### config.mk
export PLATFORM = sky130hd
export DESIGN_NAME = sprite_fetch_sched
export DESIGN_NICKNAME = d
export VERILOG_FILES = /design/src/rtl/sprite_fetch_sched_pkg.sv /design/src/rtl/sprite_hit_test.sv /design/src/rtl/sprite_fetch_sched.sv
export SDC_FILE = /design/constraint.sdc
export NUM_CORES = 1
export LEC_CHECK = 0
export ABC_CLOCK_PERIOD_IN_PS = 22500
export BUFFER_PORTS_ARGS = -buffer_cell sky130_fd_sc_hd__buf_2
export CAP_MARGIN = 20
export CORE_UTILIZATION = 55
export DETAILED_ROUTE_END_ITERATION = 8
export GPL_TIMING_DRIVEN = 1
export PLACE_DENSITY_LB_ADDON = 0.3
export SLEW_MARGIN = 20
export SYNTH_ARGS = -nofsm -noshare
export SYNTH_HDL_FRONTEND = slang
export SYNTH_SLANG_ARGS = --single-unit
export TNS_END_PERCENT = 20
### constraint.sdc
create_clock -name clk -period 22.5 [get_ports clk]
set_input_delay 4.5 -clock clk [delete_from_list [all_inputs] [get_ports clk]]
set_output_delay 4.5 -clock clk [all_outputs]
set_load 0.01 [all_outputs]
### src/rtl/sprite_fetch_sched_pkg.sv
// sprite_fetch_sched_pkg: shared config encodings, ctrl bit positions and sprite entry type
package sprite_fetch_sched_pkg;
  localparam logic [1:0] CFG_X    = 2'd0;
  localparam logic [1:0] CFG_Y    = 2'd1;
  localparam logic [1:0] CFG_TILE = 2'd2;
  localparam logic [1:0] CFG_CTRL = 2'd3;
  localparam int CTRL_EN    = 0;
  localparam int CTRL_HFLIP = 1;
  localparam logic [23:0] TRANSPARENT = 24'h000000;
  typedef struct packed {
    logic [9:0] x;
    logic [9:0] y;
    logic [9:0] tile;
    logic       en;
    logic       hflip;
  } sprite_t;
endpackage

### src/rtl/sprite_hit_test.sv
// sprite_hit_test: combinational window compare for one sprite slot
// Ports: spr (active entry), hcount/vcount (pixel position) -> hit, lx/ly (offset inside sprite).
// With SPRITE_HFLIP_EN defined, lx is mirrored when the entry's hflip bit is set.
module sprite_hit_test
  import sprite_fetch_sched_pkg::*;
#(
  parameter int SPR_W = 16,
  parameter int SPR_H = 16
) (
  input  sprite_t                    spr,
  input  logic [9:0]                 hcount,
  input  logic [9:0]                 vcount,
  output logic                       hit,
  output logic [$clog2(SPR_W)-1:0]   lx,
  output logic [$clog2(SPR_H)-1:0]   ly
);
  logic [10:0] dx, dy;
  // 11-bit differences: a sprite near column 1023 never wraps onto column 0
  always_comb begin
    dx  = {1'b0, hcount} - {1'b0, spr.x};
    dy  = {1'b0, vcount} - {1'b0, spr.y};
    hit = spr.en && hcount >= spr.x && vcount >= spr.y && dx < 11'(SPR_W) && dy < 11'(SPR_H);
`ifdef SPRITE_HFLIP_EN
    lx  = spr.hflip ? ~dx[$clog2(SPR_W)-1:0] : dx[$clog2(SPR_W)-1:0];
`else
    lx  = dx[$clog2(SPR_W)-1:0];
`endif
    ly  = dy[$clog2(SPR_H)-1:0];
  end
`ifndef SPRITE_HFLIP_EN
  logic unused_hflip;
  assign unused_hflip = spr.hflip;
`endif
endmodule

### src/rtl/sprite_fetch_sched.sv
// sprite_fetch_sched: per-pixel sprite hit test and shared sprite ROM fetch scheduler
// Ports: cfg_we/cfg_idx/cfg_sel/cfg_data write shadow sprite registers; hcount/vcount/bright_in
// are the raster inputs; rom_addr/rom_data talk to the shared sync ROM; pixel/pix_en and the
// delayed bright_out/hcount_out/vcount_out reach the colour stage aligned, L = 2 + ROM_LAT.
// Optional macro SPRITE_HFLIP_EN enables ctrl bit1 horizontal flip.
module sprite_fetch_sched
  import sprite_fetch_sched_pkg::*;
#(
  parameter int NUM_SPR    = 4,
  parameter int SPR_W      = 16,
  parameter int SPR_H      = 16,
  parameter int ADDR_WIDTH = 14,
  parameter int DATA_WIDTH = 24,
  parameter int ROM_LAT    = 1,
  parameter int V_COMMIT   = 481
) (
  input  logic                       clk,
  input  logic                       rst,
  input  logic                       cfg_we,
  input  logic [$clog2(NUM_SPR)-1:0] cfg_idx,
  input  logic [1:0]                 cfg_sel,
  input  logic [9:0]                 cfg_data,
  input  logic [9:0]                 hcount,
  input  logic [9:0]                 vcount,
  input  logic                       bright_in,
  output logic [ADDR_WIDTH-1:0]      rom_addr,
  input  logic [DATA_WIDTH-1:0]      rom_data,
  output logic [DATA_WIDTH-1:0]      pixel,
  output logic                       pix_en,
  output logic                       bright_out,
  output logic [9:0]                 hcount_out,
  output logic [9:0]                 vcount_out
);
  localparam int LX_W = $clog2(SPR_W);
  localparam int LY_W = $clog2(SPR_H);
  localparam int L    = ROM_LAT + 2;
  sprite_t            shadow [NUM_SPR];
  sprite_t            active [NUM_SPR];
  logic [NUM_SPR-1:0] hit;
  logic [LX_W-1:0]    lx [NUM_SPR];
  logic [LY_W-1:0]    ly [NUM_SPR];
  logic               any;
  logic [LX_W-1:0]    win_lx;
  logic [LY_W-1:0]    win_ly;
  logic [9:0]         win_tile;
  logic               commit;
  logic [ROM_LAT:0]   vp;
  logic [9:0]         hd [L];
  logic [9:0]         vd [L];
  logic [L-1:0]       bd;
  assign commit = hcount == 10'd0 && vcount == 10'(V_COMMIT);
  for (genvar i = 0; i < NUM_SPR; i++) begin : g_hit
    sprite_hit_test #(.SPR_W(SPR_W), .SPR_H(SPR_H)) u_hit (
      .spr(active[i]), .hcount(hcount), .vcount(vcount),
      .hit(hit[i]), .lx(lx[i]), .ly(ly[i])
    );
  end
  // descending scan so the lowest-index hit wins
  always_comb begin
    any      = 1'b0;
    win_lx   = '0;
    win_ly   = '0;
    win_tile = '0;
    for (int k = NUM_SPR - 1; k >= 0; k--)
      if (hit[k]) begin
        any      = 1'b1;
        win_lx   = lx[k];
        win_ly   = ly[k];
        win_tile = active[k].tile;
      end
  end
  // active copies the pre-write shadow, so a write in the commit cycle waits a frame
  always_ff @(posedge clk or posedge rst)
    if (rst) begin
      for (int k = 0; k < NUM_SPR; k++) begin
        shadow[k] <= '0;
        active[k] <= '0;
      end
    end else begin
      if (commit)
        for (int k = 0; k < NUM_SPR; k++) active[k] <= shadow[k];
      if (cfg_we)
        case (cfg_sel)
          CFG_X:    shadow[cfg_idx].x    <= cfg_data;
          CFG_Y:    shadow[cfg_idx].y    <= cfg_data;
          CFG_TILE: shadow[cfg_idx].tile <= cfg_data;
          default: begin
            shadow[cfg_idx].en    <= cfg_data[CTRL_EN];
`ifdef SPRITE_HFLIP_EN
            shadow[cfg_idx].hflip <= cfg_data[CTRL_HFLIP];
`else
            shadow[cfg_idx].hflip <= 1'b0;
`endif
          end
        endcase
    end
  // with power-of-2 sizes the concatenation equals tile*W*H + ly*W + lx
  always_ff @(posedge clk or posedge rst)
    if (rst) begin
      rom_addr <= '0;
      vp       <= '0;
      pix_en   <= 1'b0;
      pixel    <= '0;
      bd       <= '0;
      for (int k = 0; k < L; k++) begin
        hd[k] <= '0;
        vd[k] <= '0;
      end
    end else begin
      rom_addr <= any ? ADDR_WIDTH'({win_tile, win_ly, win_lx}) : rom_addr;
      vp       <= {vp[ROM_LAT-1:0], any & bright_in};
      pix_en   <= vp[ROM_LAT];
      pixel    <= vp[ROM_LAT] ? rom_data : '0;
      bd       <= {bd[L-2:0], bright_in};
      hd[0]    <= hcount;
      vd[0]    <= vcount;
      for (int k = 1; k < L; k++) begin
        hd[k] <= hd[k-1];
        vd[k] <= vd[k-1];
      end
    end
  assign bright_out = bd[L-1];
  assign hcount_out = hd[L-1];
  assign vcount_out = vd[L-1];
endmodule

==> results.json <==
{
  "yosysTopAreaCell": "dfrtp_1",
  "grt_overflow": 0,
  "dp_hpwl_mm": 26.4,
  "crit_path_max_fanout": 19,
  "rsz0062_at_grt": "false",
  "tns_ps": 0,
  "dr.first_iter.drc_count": 960,
  "vias": 10700,
  "drc": 0,
  "clkPwrFrac_pct": 43.4,
  "rows": 60,
  "grt_pass1_vias": 10300,
  "initial_utilization_pct": 56.7,
  "io_buffers": 121,
  "worst_pin_slew_ps": 1040,
  "drt_wl_total_mm": 38.1,
  "cts_tree": "built",
  "skew_ps": 23.8,
  "grt_first_pass_wirelength_mm": 59.3,
  "netlist.area_leader.share_pct": 51.8,
  "cts_root_buffer": "clkbuf_16",
  "status": "completed",
  "clkTransAtPathRegs_ps": 60,
  "p_sw_uw": 313,
  "place_area_um2": 16300,
  "avgViaCountPerCell": 5.75,
  "clock_latency_ps": 530,
  "dr.pass1.iters": 5,
  "gp_congestion": 0.925,
  "ioPinCount": 122,
  "setup.worst_path.end_class": "register",
  "period_needed_ps": 7950,
  "cts_made_buffers": 35,
  "wl_per_cell_um": 20.5,
  "async_flop_share_pct": 100,
  "hold_violations": 0,
  "final_util_pct": 64.1,
  "crit_path_start_kind": "primary input",
  "internal_power_uw": 1040,
  "slew_violations": 0,
  "cts.sinks": 320,
  "synth_edf_count": 0,
  "diodes": 0,
  "core_region_area_um2": 27300,
  "relSlewSlack_pct": 30.8,
  "comb_power_share_pct": 8.4,
  "period_share_pct": 35.3,
  "p_per_area_nw_per_um2": 77.3,
  "fp.dieW_um": 170,
  "cts_resized": 0,
  "irDropWorstVdd_mv": 0.0489,
  "layout-drive-gt1-share_pct": 24.3,
  "cts_hold_buf": 0,
  "synth_cells": 1359,
  "syn_area_um2": 15500,
  "leakagePower_uw": 0.00847,
  "clockBufferDepth": 3,
  "grt-busiest-layer": "met2",
  "critPathTopFamily": "simple AND/OR/NAND/NOR gates",
  "die_area_um2": 28800,
  "synthesis.nets": 1509,
  "synth_cell_types": 72,
  "seq_power_share_pct": 48.2,
  "slowest_stage": "nor3_4",
  "cp.buffers_inverters": 1,
  "nets": 1614,
  "fmax_ghz": 0.126,
  "yosys-top-cells-count": "dfrtp_1, mux2_2, o21ai_0",
  "grt_max_degree": 165,
  "ys_seq_elements": 320,
  "met3_usage_pct": 5.22,
  "maxCapViolations": 0,
  "antenna_left": 0,
  "cts_setup_buffers": 0,
  "cp_cell_sequence": "buf_2, ha_1, a21o_1, a2111o_1, a211oi_1, nor4b_2, o2111ai_1, or4_4, nor3_4, a21o_2, o21ai_0",
  "setup.worst_path.class": "in -> reg",
  "final_cell_area_um2": 17500,
  "antenna_found_initial": 1,
  "synth_ff_type": "dfrtp_1",
  "die_height_um": 170,
  "syn2layout_area_growth_pct": 13.1,
  "synth.area.top_cells": "dfrtp_1, mux2_2, ha_1",
  "hold_path.class": "reg -> reg",
  "required_ps": 22880,
  "gr-usage-met1_pct": 39.5,
  "ys_warn_count": 0,
  "switching_share_pct": 23.2,
  "seq_area_frac_synth_pct": 51.8,
  "grt_usage_pct": 27.4,
  "setup_violations": 0,
  "yosysMostFrequentCell": "dfrtp_1",
  "met2_usage_pct": 42.1,
  "cp.arrival_ps": 8330,
  "critical_path.max_stage_delay_ps": 850,
  "fill_cells": 2167,
  "avgSynthCellArea_um2": 11.4,
  "ctsHtreeMaxLevel": 2
}
-- cell type report --
| class | instances | area [um2] | area share [%] |
|---|---|---|---|
| Tap cell | 372 | 465 | 2.66 |
| Clock inverter | 15 | 238 | 1.36 |
| Clock buffer | 42 | 942 | 5.39 |
| Timing Repair Buffer | 128 | 671 | 3.84 |
| Inverter | 100 | 388 | 2.22 |
| Multi-Input combinational cell | 879 | 6760 | 38.7 |
| Sequential cell | 320 | 8010 | 45.8 |
-- final timing paths --
kind	from	to	slack (ps)	depth (start not counted)
max in group asynchronous	rst	asynchronous set/reset pin	17040	3
hold reg to reg	hd[13]$_DFF_PP0_	hcount_out[3]$_DFF_PP0_	340	0
hold / removal	hd[13]$_DFF_PP0_	hcount_out[3]$_DFF_PP0_	340	0
setup / recovery	hcount[3]	rom_addr[13]$_DFFE_PP0P_	14550	11
setup reg to reg	active[121]$_DFFE_PP0P_	rom_addr[13]$_DFFE_PP0P_	18380	11
min in group asynchronous	rst	vcount_out[2]$_DFF_PP0_	4120	2
-- cell usage in the layout, fill, tap and decap left out, types with 7 or more instances in the layout --
master	count
mux2_2	158
nand3_1	9
o2111ai_1	9
fa_1	8
buf_2	121
a211oi_1	7
or3_1	10
nand2b_1	13
mux2i_1	24
nor3_1	19
clkbuf_16	35
dfrtp_1	320
a21o_1	18
nor4_1	10
nand2_1	102
nor2_1	46
xnor2_1	13
ha_1	80
nor3b_1	14
a21oi_1	47
o31ai_1	12
o21ai_0	110
inv_1	99
nor2b_1	21
and2_1	24
o21a_1	16
-- power groups by stage --
stage,registers (uW),clock network [uW],logic (uW)
final,651,586,113
after global routing,657,617,124
after CTS,650,595,114
after detailed placement,660,0,113
after global placement,657,0,110
after floorplan,653,0,80.8
-- stage by stage --
step / hold slack, ps / total power, uW / setup slack [ps] / cells
after floorplan: 331 / 734 / 9140 / 1359
after global placement: 332 / 766 / 14110 / 1799
after detailed placement: 335 / 773 / 14020 / 1799
after CTS: 344 / 1360 / 14530 / 1856
after global routing: 354 / 1400 / 14320 / 1856
final: 345 / 1350 / 14550 / 1856
-- kinds of logic after synthesis --
logic type / count (synthesis) / synth area share [%]
DFF: 320 / 51.8
and+or+nand+nor: 305 / 10.4
AOI/OAI and AO/OA: 284 / 11.6
muxes: 183 / 13.1
buffers and inverters: 160 / 4.47
adders and majority gates: 88 / 7.51
xor gates and xnor gates: 19 / 1.08
-- routing by layer --
layer | part of all wire [%] | wire length (um) | vias up
met1 | 47 | 17700 | 5261
met5 | 0 | 0 | -
li1 | - | - | 4999
met2 | 44 | 16900 | 338
met3 | 6.4 | 2440 | 66
met4 | 2.6 | 1010 | 0
(Power assumes the default switching activity.)
